### src/rtl/digit_serial_adder_pkg.sv
// Shared definitions for the digit-serial adder: FSM encoding, derived-size
// helpers, parameter legality check and the single-bit full-adder equations.
package digit_serial_adder_pkg;

    // FSM encoding. The top keeps its state register as plain logic [1:0] and
    // maps these values onto localparam constants.
    typedef enum logic [1:0] {
        STATE_IDLE = 2'd0,
        STATE_RUN  = 2'd1,
        STATE_DONE = 2'd2
    } state_e;

    // Number of RUN cycles needed to sweep the whole operand.
    function automatic int num_digits(input int width, input int digit);
        if (digit > 0) begin
            return width / digit;
        end
        return 1;
    endfunction

    // Digit counter width: clog2 of the digit count, never narrower than 1.
    function automatic int cnt_width(input int nd);
        if (nd > 1) begin
            return $clog2(nd);
        end
        return 1;
    endfunction

    // Legal configurations: WIDTH >= 2, DIGIT in 1..WIDTH and DIGIT | WIDTH.
    function automatic bit params_legal(input int width, input int digit);
        if (width < 2)      return 1'b0;
        if (digit < 1)      return 1'b0;
        if (digit > width)  return 1'b0;
        return (width % digit) == 0;
    endfunction

    // Full-adder sum bit.
    function automatic logic fa_sum(input logic x, input logic y, input logic ci);
        return x ^ y ^ ci;
    endfunction

    // Full-adder carry bit: generate, or propagate an incoming carry.
    function automatic logic fa_carry(input logic x, input logic y, input logic ci);
        return (x & y) | ((x ^ y) & ci);
    endfunction

endpackage : digit_serial_adder_pkg

### src/rtl/digit_serial_adder_cell.sv
// DIGIT-bit ripple-carry adder cell used by the digit-serial adder.
// Purely combinational: one full-adder stage per bit, carry rippling upward.
module digit_add_cell
    import digit_serial_adder_pkg::*;
#(
    parameter int DIGIT = 4
) (
    input  logic [DIGIT-1:0] x,
    input  logic [DIGIT-1:0] y,
    input  logic             ci,
    output logic [DIGIT-1:0] s,
    output logic             co
);

    // c[i] is the carry into bit i; c[DIGIT] leaves the cell.
    logic [DIGIT:0] c;

    assign c[0] = ci;

    for (genvar i = 0; i < DIGIT; i++) begin : g_fa
        assign s[i]   = fa_sum(x[i], y[i], c[i]);
        assign c[i+1] = fa_carry(x[i], y[i], c[i]);
    end

    assign co = c[DIGIT];

endmodule : digit_add_cell

### src/rtl/digit_serial_adder.sv
// Digit-serial adder: adds two WIDTH-bit operands plus a carry-in, DIGIT
// bits per clock, reusing one DIGIT-bit ripple cell for every digit.
// Optional subtract mode is enabled with the macro DIGIT_SERIAL_ADDER_SUB_EN
// (adds a 'sub' input; a - b is computed as a + ~b + 1).
//
// Handshake: a transfer happens on a rising edge where valid and ready are
// both high. Operands are taken only on such an edge (in_valid && in_ready,
// ready only in IDLE). The result is offered with out_valid in DONE and is
// held unchanged until the edge where out_valid && out_ready; neither side
// may assume a transfer without both signals high on the same edge.
module digit_serial_adder
    import digit_serial_adder_pkg::*;
#(
    parameter int WIDTH = 16,
    parameter int DIGIT = 4
) (
    input  logic             clk,
    input  logic             rst_n,
    input  logic             in_valid,
    output logic             in_ready,
    input  logic [WIDTH-1:0] a,
    input  logic [WIDTH-1:0] b,
    input  logic             carry_in,
`ifdef DIGIT_SERIAL_ADDER_SUB_EN
    input  logic             sub,
`endif
    output logic             out_valid,
    input  logic             out_ready,
    output logic [WIDTH-1:0] sum,
    output logic             carry_out,
    output logic             overflow,
    output logic [1:0]       dbg_state
);

    // ------------------------------------------------------------------
    // Derived sizes and FSM encoding
    // ------------------------------------------------------------------
    localparam int NUM_DIGITS = num_digits(WIDTH, DIGIT);
    localparam int CNT_W      = cnt_width(NUM_DIGITS);

    localparam logic [CNT_W-1:0] LAST_CNT = CNT_W'(NUM_DIGITS - 1);

    localparam logic [1:0] ST_IDLE = STATE_IDLE;
    localparam logic [1:0] ST_RUN  = STATE_RUN;
    localparam logic [1:0] ST_DONE = STATE_DONE;

    // Illegal WIDTH/DIGIT combinations stop elaboration.
    if (!params_legal(WIDTH, DIGIT)) begin : g_param_check
        $error("digit_serial_adder: WIDTH=%0d DIGIT=%0d illegal (need WIDTH>=2, DIGIT divides WIDTH)",
               WIDTH, DIGIT);
    end

    // ------------------------------------------------------------------
    // Registers
    // ------------------------------------------------------------------
    logic [1:0]       state_q,   state_d;
    logic [CNT_W-1:0] cnt_q,     cnt_d;
    logic [WIDTH-1:0] a_q,       a_d;
    logic [WIDTH-1:0] b_q,       b_d;
    logic [WIDTH-1:0] sum_q,     sum_d;
    logic             carry_q,   carry_d;
    logic             a_msb_q,   a_msb_d;
    logic             b_msb_q,   b_msb_d;
    logic             cout_q,    cout_d;
    logic             ovf_q,     ovf_d;

    // ------------------------------------------------------------------
    // Handshake decode
    // ------------------------------------------------------------------
    logic accept;
    logic release_res;
    logic in_run;
    logic last_digit;

    assign in_ready    = (state_q == ST_IDLE);
    assign out_valid   = (state_q == ST_DONE);
    assign accept      = in_valid && in_ready;
    assign release_res = out_valid && out_ready;
    assign in_run      = (state_q == ST_RUN);
    assign last_digit  = (cnt_q == LAST_CNT);

    // ------------------------------------------------------------------
    // Operand preparation on the accept edge
    // ------------------------------------------------------------------
    logic             sub_op;
    logic [WIDTH-1:0] b_eff;
    logic             cin_eff;

`ifdef DIGIT_SERIAL_ADDER_SUB_EN
    assign sub_op = sub;
`else
    assign sub_op = 1'b0;
`endif

    // Subtraction is a + ~b + 1: invert b and force the initial carry.
    assign b_eff   = sub_op ? ~b : b;
    assign cin_eff = sub_op ? 1'b1 : carry_in;

    // ------------------------------------------------------------------
    // Shared DIGIT-bit adder cell
    // ------------------------------------------------------------------
    logic [DIGIT-1:0] cell_s;
    logic             cell_co;

    digit_add_cell #(
        .DIGIT (DIGIT)
    ) u_cell (
        .x  (a_q[DIGIT-1:0]),
        .y  (b_q[DIGIT-1:0]),
        .ci (carry_q),
        .s  (cell_s),
        .co (cell_co)
    );

    // New digit enters at the top of the sum register; after NUM_DIGITS
    // shifts the first digit has reached bit 0.
    logic [WIDTH-1:0] sum_shift;

    if (DIGIT == WIDTH) begin : g_sum_single
        assign sum_shift = cell_s;
    end else begin : g_sum_shift
        assign sum_shift = {cell_s, sum_q[WIDTH-1:DIGIT]};
    end

    // ------------------------------------------------------------------
    // FSM next-state: IDLE -> RUN on accept, RUN -> DONE on last digit,
    // DONE -> IDLE when the result is taken.
    // ------------------------------------------------------------------
    always_comb begin
        state_d = state_q;
        case (state_q)
            ST_IDLE: if (accept)      state_d = ST_RUN;
            ST_RUN:  if (last_digit)  state_d = ST_DONE;
            ST_DONE: if (release_res) state_d = ST_IDLE;
            default:                  state_d = ST_IDLE;
        endcase
    end

    // Digit counter: cleared on accept, advanced once per RUN cycle.
    always_comb begin
        cnt_d = cnt_q;
        if (accept) begin
            cnt_d = '0;
        end else if (in_run) begin
            cnt_d = last_digit ? '0 : cnt_q + 1'b1;
        end
    end

    // Datapath next-state: load operands on accept, shift one digit per RUN cycle.
    always_comb begin
        a_d     = a_q;
        b_d     = b_q;
        sum_d   = sum_q;
        carry_d = carry_q;
        a_msb_d = a_msb_q;
        b_msb_d = b_msb_q;
        if (accept) begin
            a_d     = a;
            b_d     = b_eff;
            carry_d = cin_eff;
            a_msb_d = a[WIDTH-1];
            b_msb_d = b_eff[WIDTH-1];
        end else if (in_run) begin
            a_d     = a_q >> DIGIT;
            b_d     = b_q >> DIGIT;
            sum_d   = sum_shift;
            carry_d = cell_co;
        end
    end

    // Result flags are captured on the last digit so they hold through DONE.
    always_comb begin
        cout_d = cout_q;
        ovf_d  = ovf_q;
        if (in_run && last_digit) begin
            cout_d = cell_co;
            ovf_d  = (a_msb_q == b_msb_q) && (cell_s[DIGIT-1] != a_msb_q);
        end
    end

    // ------------------------------------------------------------------
    // Sequential state
    // ------------------------------------------------------------------

    // FSM and digit counter registers.
    always_ff @(posedge clk or negedge rst_n) begin
        if (!rst_n) begin
            state_q <= ST_IDLE;
            cnt_q   <= '0;
        end else begin
            state_q <= state_d;
            cnt_q   <= cnt_d;
        end
    end

    // Operand/sum shift registers, running carry and latched sign bits.
    always_ff @(posedge clk or negedge rst_n) begin
        if (!rst_n) begin
            a_q     <= '0;
            b_q     <= '0;
            sum_q   <= '0;
            carry_q <= 1'b0;
            a_msb_q <= 1'b0;
            b_msb_q <= 1'b0;
        end else begin
            a_q     <= a_d;
            b_q     <= b_d;
            sum_q   <= sum_d;
            carry_q <= carry_d;
            a_msb_q <= a_msb_d;
            b_msb_q <= b_msb_d;
        end
    end

    // Registered carry-out and signed-overflow flags.
    always_ff @(posedge clk or negedge rst_n) begin
        if (!rst_n) begin
            cout_q <= 1'b0;
            ovf_q  <= 1'b0;
        end else begin
            cout_q <= cout_d;
            ovf_q  <= ovf_d;
        end
    end

    // ------------------------------------------------------------------
    // Outputs
    // ------------------------------------------------------------------
    assign sum       = sum_q;
    assign carry_out = cout_q;
    assign overflow  = ovf_q;
    assign dbg_state = state_q;

endmodule : digit_serial_adder
### config.mk
export PLATFORM = sky130hd
export DESIGN_NAME = digit_serial_adder
export DESIGN_NICKNAME = d
export VERILOG_FILES = /design/src/rtl/digit_serial_adder_pkg.sv /design/src/rtl/digit_serial_adder_cell.sv /design/src/rtl/digit_serial_adder.sv
export SDC_FILE = /design/constraint.sdc
export NUM_CORES = 1
export LEC_CHECK = 0
export CAP_MARGIN = 10
export CORE_MARGIN = 2
export CORE_UTILIZATION = 53
export CTS_CLUSTER_SIZE = 14
export DETAILED_ROUTE_END_ITERATION = 12
export PLACE_DENSITY = 0.95
export SYNTH_ARGS = -nofsm -noshare
export SYNTH_HDL_FRONTEND = slang
export SYNTH_SLANG_ARGS = --single-unit
### constraint.sdc
create_clock -name clk -period 5.8 [get_ports clk]
set_clock_uncertainty 0.1 [all_clocks]
set_input_delay 1.16 -clock clk [delete_from_list [all_inputs] [get_ports clk]]
set_output_delay 1.16 -clock clk [all_outputs]
set_load 0.005 [all_outputs]
==> results of run 1 <==
-- synthesized netlist by cell type --
master,n,area share (%)
a221o_1,1,0.40
a22o_1,2,0.71
a22oi_1,8,2.4
and3_1,1,0.25
buf_2,8,1.6
buf_4,5,1.5
clkbuf_2,1,0.20
dfrtp_1,57,58
fa_1,4,3.2
ha_1,1,0.51
inv_1,8,1.2
mux2_2,2,0.91
mux2i_1,16,6.5
nand2_1,93,14
nand2b_1,2,0.51
nand3b_1,1,0.30
nor2_1,3,0.45
nor2b_1,1,0.25
nor3_1,1,0.20
nor3b_2,1,0.51
o21ai_0,11,2.2
o21ai_1,17,3.4
o21bai_1,2,0.61
o31ai_1,1,0.30
-- where the power goes --
part,internal (mW),switching (mW),total (mW),leakage [nW]
Sequential,0.574,0.122,0.696,0.727
Combinational,0.346,0.367,0.713,0.719
Clock,0.209,0.149,0.358,0.0974
Total,1.13,0.638,1.77,1.54
-- metal layers --
metal	up-vias	wire, um	track usage (%)
met4	0	55	10.9
met1	932	2180	26.9
met2	65	2460	30.6
li1	926	-	-
met3	6	329	7.22
met5	-	0	0
-- tightest hold or removal path: stages, from the launching register on --
cell and delay (ns):
dfrtp_1 0.34, nand2_1 0.05, nand2_1 0.06
-- final timing paths --
check / startpoint / end / slack (ns)
worst max register to register: a_q[0] / overflow / 3.22
max in group asynchronous: rst_n / cnt_q[1] / 4.30
worst min register to register: sum[0] / sum[0] / 0.38
worst min-delay path: sum[0] / sum[0] / 0.38
worst max-delay path: dbg_state[0] / out_valid / 2.96
min in group asynchronous: rst_n / sum[3] / 0.85
-- cell type report --
class | instances | area share (%)
clock buffer | 13 | 4.57
inverter | 8 | 0.922
tap | 52 | 2.00
sequential | 57 | 43.8
clock inverter | 3 | 1.23
timing repair buffer | 61 | 18.4
multi-input combinational | 168 | 29.1
-- cell families (layout without fill, tap and decap cells) --
family                   after synthesis  count (layout)  synth area share (%)
AO/OA/AOI/OAI                         42              42                  10.1
adder cells (fa/ha/maj)                5               5                  3.74
buffers and inverters                 22              85                  4.55
flip-flops                            57              57                  57.6
multiplexers                          18              18                  7.38
AND/OR/NAND/NOR                      103             103                  16.6
-- flip-flops by register name, summed over array words and instances (netlist names) --
register / flops
b_q: 16
b_msb_q: 1
carry_q: 1
carry_out: 1
sum: 16
cnt_q: 2
dbg_state: 2
a_msb_q: 1
a_q: 16
overflow: 1
-- through the flow --
stage	std cells	power, mW	instance area [sq um]	utilization (%)	hold WS (ns)
after floorplan	247	1.15	2470	-	0.346
after global placement	346	1.36	3070	69.5	0.356
after detailed placement	346	1.42	3070	69.5	0.370
after CTS	362	1.78	3260	73.8	0.384
after global routing	362	1.90	3260	73.8	0.398
final	362	1.77	3260	73.8	0.377
==> results.json, run 1 <==
{
  "core_sq_um": 4410,
  "post_cts_buffers": 0,
  "endpoint_kind": "output port",
  "htreeDepth": 3,
  "worst_slew_pin_slew_ns": 0.885,
  "syn_nets": 289,
  "final_nets": 347,
  "rows": 24,
  "syn_area_sq_um": 2470,
  "hold_class": "reg -> reg",
  "drv_cap": 0,
  "final_cell_mix": "93 x nand2_1, 57 x dfrtp_1, 57 x clkdlybuf4s50_1",
  "regArea_sq_um": 1430,
  "multi_input_area_sq_um": 947,
  "setup_ws_ns": 2.96,
  "max-vdd-ir-drop_mv": 0.293,
  "dp_hpwl_um": 3290,
  "cts_buffer_depth": 2,
  "maxSlewViolCount": 0,
  "maxSlewHeadroom_pct": 40.9,
  "route.detailed.drc": 0,
  "dp_slack_ns": 2.89,
  "seq_area_frac_synth_pct": 57.6,
  "grt_max_degree": 60,
  "port_buffers": 58,
  "grt_pass1_vias": 1829,
  "yosys_register_bits": 57,
  "max_freq_mhz": 352,
  "ff2ff_path_depth": 10,
  "cp_num_buf_inv": 2,
  "max_stage_delay_ns": 0.49,
  "postCtsResizedCells": 0,
  "antenna_found_initial": 0,
  "grt_pass1_wl_um": 8140,
  "finalSetupViolCount": 0,
  "ys_types": 24,
  "p_per_area_nw_per_um2": 543,
  "n_antenna_cell": 0,
  "fin_setup_tns_ns": 0,
  "fin_crit_sh_pct": 48.9,
  "final-hold-violation-count": 0,
  "clock_latency_ns": 0.34,
  "dr.pass1.iters": 4,
  "avgSynthCellArea_sq_um": 10.0,
  "worst-path-stages": 3,
  "timing.final.crit_period_ns": 2.84,
  "first_iter_violations": 101,
  "crit_family": "buffers and inverters",
  "leakagePower_nw": 1.54,
  "cts-buffers-inserted": 9,
  "start_util_pct": 56.1,
  "worstPathArrival_ns": 1.58,
  "drive_gt1_share_pct": 7.10,
  "drt-total-wl_um": 5020,
  "gr-total-overflow": 0,
  "fp.dieH_um": 72.3,
  "worst_ep_required_time_ns": 4.54,
  "ant_nets": 0,
  "synth_warnings": 0,
  "worstSetupPathType": "reg -> out",
  "cts.clk_slew.worst_paths_ns": 0.06,
  "slowest_stage": "dfrtp_1",
  "grt_usage_pct": 20.7,
  "die-area_sq_um": 5230,
  "rsz0062_at_grt": "false",
  "clock-root-buffer": "clkbuf_8",
  "wl_per_cell_um": 13.9,
  "fillers": 314,
  "gp_congestion": 0.721,
  "hold_depth": 2,
  "io_pins": 59,
  "die-width_um": 72.3,
  "via_count": 1929,
  "viasPerCell": 5.33,
  "holdBufCountCts": 0,
  "crit_fanout": 8,
  "status": "finished, final reports clean",
  "worstPathCellList": "nand2b_1, inv_1, clkdlybuf4s50_1",
  "cts_sinks": 57,
  "cts_tree": "yes",
  "startpoint_type": "flop",
  "final_common_cell": "nand2_1",
  "syn_inst": 247,
  "areaGrowthSynthToFinish_pct": 31.5
}
No activity file was read; power rests on OpenSTA's default activity.
==> inputs of run 2 (changes only) <==
--- a/config.mk
+++ b/config.mk
@@ -7,10 +7,10 @@
 export LEC_CHECK = 0
 export CAP_MARGIN = 10
 export CORE_MARGIN = 2
-export CORE_UTILIZATION = 53
+export CORE_UTILIZATION = 44
 export CTS_CLUSTER_SIZE = 14
 export DETAILED_ROUTE_END_ITERATION = 12
-export PLACE_DENSITY = 0.95
+export PLACE_DENSITY = 0.87
 export SYNTH_ARGS = -nofsm -noshare
 export SYNTH_HDL_FRONTEND = slang
 export SYNTH_SLANG_ARGS = --single-unit
==> constraint.sdc (replaced) <==
create_clock -name clk -period 2.29 [get_ports clk]
set_clock_uncertainty 0.1 [all_clocks]
set_input_delay 0.458 -clock clk [delete_from_list [all_inputs] [get_ports clk]]
set_output_delay 0.458 -clock clk [all_outputs]
set_load 0.005 [all_outputs]
==> run 2 against run 1 <==
Against the previous run:
- the flow now finishes with violations (negative setup slack)
- setup slack worse by 3.1 ns
- non-clock buffer count increased by 3
- final cell count increased by 5.8%
- total power grew 150%
- first-iteration DRC count increased by 63%
- critical path depth is 7 higher
- clock power up 130%
- critical endpoint is now overflow
- largest cell class unchanged
==> results.json, run 2 (synthesized netlist as in run 1, its figures left out) <==
{
  "ant_nets": 0,
  "timing.final.crit_period_ns": 2.42,
  "worst_ep_required_time_ns": 2.40,
  "fin_setup_tns_ns": -0.130,
  "htreeDepth": 3,
  "holdBufCountCts": 0,
  "regArea_sq_um": 1430,
  "first_iter_violations": 165,
  "cts_tree": "yes",
  "n_antenna_cell": 0,
  "startpoint_type": "flop",
  "maxSlewHeadroom_pct": 41.5,
  "clock-root-buffer": "clkbuf_8",
  "cts.clk_slew.worst_paths_ns": 0.06,
  "viasPerCell": 4.88,
  "multi_input_area_sq_um": 952,
  "worst_slew_pin_slew_ns": 0.875,
  "wl_per_cell_um": 12.9,
  "endpoint_kind": "flop",
  "final_cell_mix": "93 x nand2_1, 57 x dfrtp_1, 57 x clkdlybuf4s50_1",
  "fillers": 481,
  "leakagePower_nw": 1.55,
  "cts_sinks": 57,
  "setup_ws_ns": -0.130,
  "rsz0062_at_grt": "true",
  "gp_congestion": 0.752,
  "max_freq_mhz": 413,
  "rows": 27,
  "die-area_sq_um": 6240,
  "max_stage_delay_ns": 0.44,
  "status": "finished, violations left",
  "maxSlewViolCount": 0,
  "start_util_pct": 45.2,
  "drv_cap": 0,
  "grt_pass1_vias": 1856,
  "cts_buffer_depth": 2,
  "crit_family": "adder cells",
  "areaGrowthSynthToFinish_pct": 33.6,
  "dp_hpwl_um": 3390,
  "core_sq_um": 5470,
  "fin_crit_sh_pct": 106,
  "grt_pass1_wl_um": 8170,
  "worstSetupPathType": "reg -> reg",
  "hold_ws_ns": 0.00216,
  "drt-total-wl_um": 4950,
  "p_per_area_nw_per_um2": 1340,
  "clock_latency_ns": 0.33,
  "final_area_sq_um": 3310,
  "dpl_cell_area_sq_um": 3140,
  "cp_num_buf_inv": 3,
  "die-width_um": 79,
  "gr-total-overflow": 0,
  "grt_max_degree": 58,
  "drive_gt1_share_pct": 8.68,
  "worstPathArrival_ns": 2.53,
  "dp_slack_ns": -0.177,
  "final_nets": 350,
  "grt_usage_pct": 17.4,
  "finalSetupViolCount": 1,
  "violations": "negative setup slack",
  "worstPathCellList": "inv_1, fa_1, inv_1, fa_2, fa_2, inv_2, fa_1, and3_1, nor2_1, o21ai_1",
  "antenna_found_initial": 0,
  "fp.dieH_um": 79,
  "dr.pass1.iters": 5,
  "port_buffers": 58,
  "io_pins": 59,
  "final-hold-violation-count": 0,
  "cts-buffers-inserted": 9,
  "route.detailed.drc": 0,
  "slowest_stage": "fa_1",
  "via_count": 1870,
  "crit_fanout": 3,
  "final_common_cell": "nand2_1",
  "hold_class": "in -> async",
  "max-vdd-ir-drop_mv": 0.525
}
## run 2: cell types whose count changed in the layout (fill, tap and decap cells not counted)
| cell | previous run | this run |
|---|---|---|
| buf_12 | 0 | 2 |
| buf_4 | 3 | 4 |
| bufinv_16 | 1 | 0 |
| clkbuf_8 | 10 | 11 |
| clkinv_2 | 2 | 0 |
| fa_1 | 4 | 2 |
| fa_2 | 0 | 2 |
| inv_1 | 8 | 6 |
| inv_2 | 0 | 2 |
| o21ai_0 | 11 | 10 |
| o21ai_1 | 17 | 18 |
## run 2: what timing repair did
action,in CTS,in global routing
endpoints found under the setup margin,1,2
gates resized for setup,1,1
buffers inserted,1,0
pin swaps,2,0
## run 2: worst paths after layout
path / startpoint / end / slack (ns) / depth (start not counted)
min in group clk: sum[3] / sum[3] / 0.38 / 2
worst max-delay path: carry_q / overflow / -0.13 / 10
max in group asynchronous: rst_n / b_msb_q / 1.83 / 2
worst min register to register: sum[3] / sum[3] / 0.38 / 2
worst max register to register: carry_q / overflow / -0.13 / 10
worst min-delay path: rst_n / sum[7] / 0.002 / 2
## run 2: layout make-up
cell class | count | area share, %
tap | 72 | 2.72
sequential | 57 | 43.1
multi-input combinational | 168 | 28.8
inverter | 8 | 0.908
clock buffer | 14 | 4.92
timing repair buffer | 64 | 19.5
## run 2: worst register-to-register path: cells and delay by family, from the launching register on
family	cells	cell delay (ns)
simple gates	2	0.28
buf+inv	3	0.20
fa+ha+maj	4	1.28
compound gates	1	0.06
flops	1	0.38
## run 2: metrics by stage
| step | total power, mW | std cells | utilization, % |
|---|---|---|---|
| after global placement | 3.53 | 368 | 57.3 |
| after detailed placement | 3.65 | 368 | 57.3 |
| final | 4.42 | 383 | 60.4 |
| after global routing | 4.77 | 383 | 60.4 |
| after floorplan | 2.92 | 247 | - |
| after CTS | 4.47 | 383 | 60.4 |
## run 2: power by group
group	internal [mW]	switching, mW	total, mW
combinational	0.928	0.935	1.86
sequential	1.45	0.292	1.75
clock	0.441	0.366	0.807
## run 2: per-layer routing
layer  track usage (%)  vias to the layer above  wire [um]
met5                 0                        -          0
met4              10.0                        0        127
met3              5.11                       11        235
met2              27.5                       47       2410
met1              21.2                      884       2180
li1                  -                      928          -
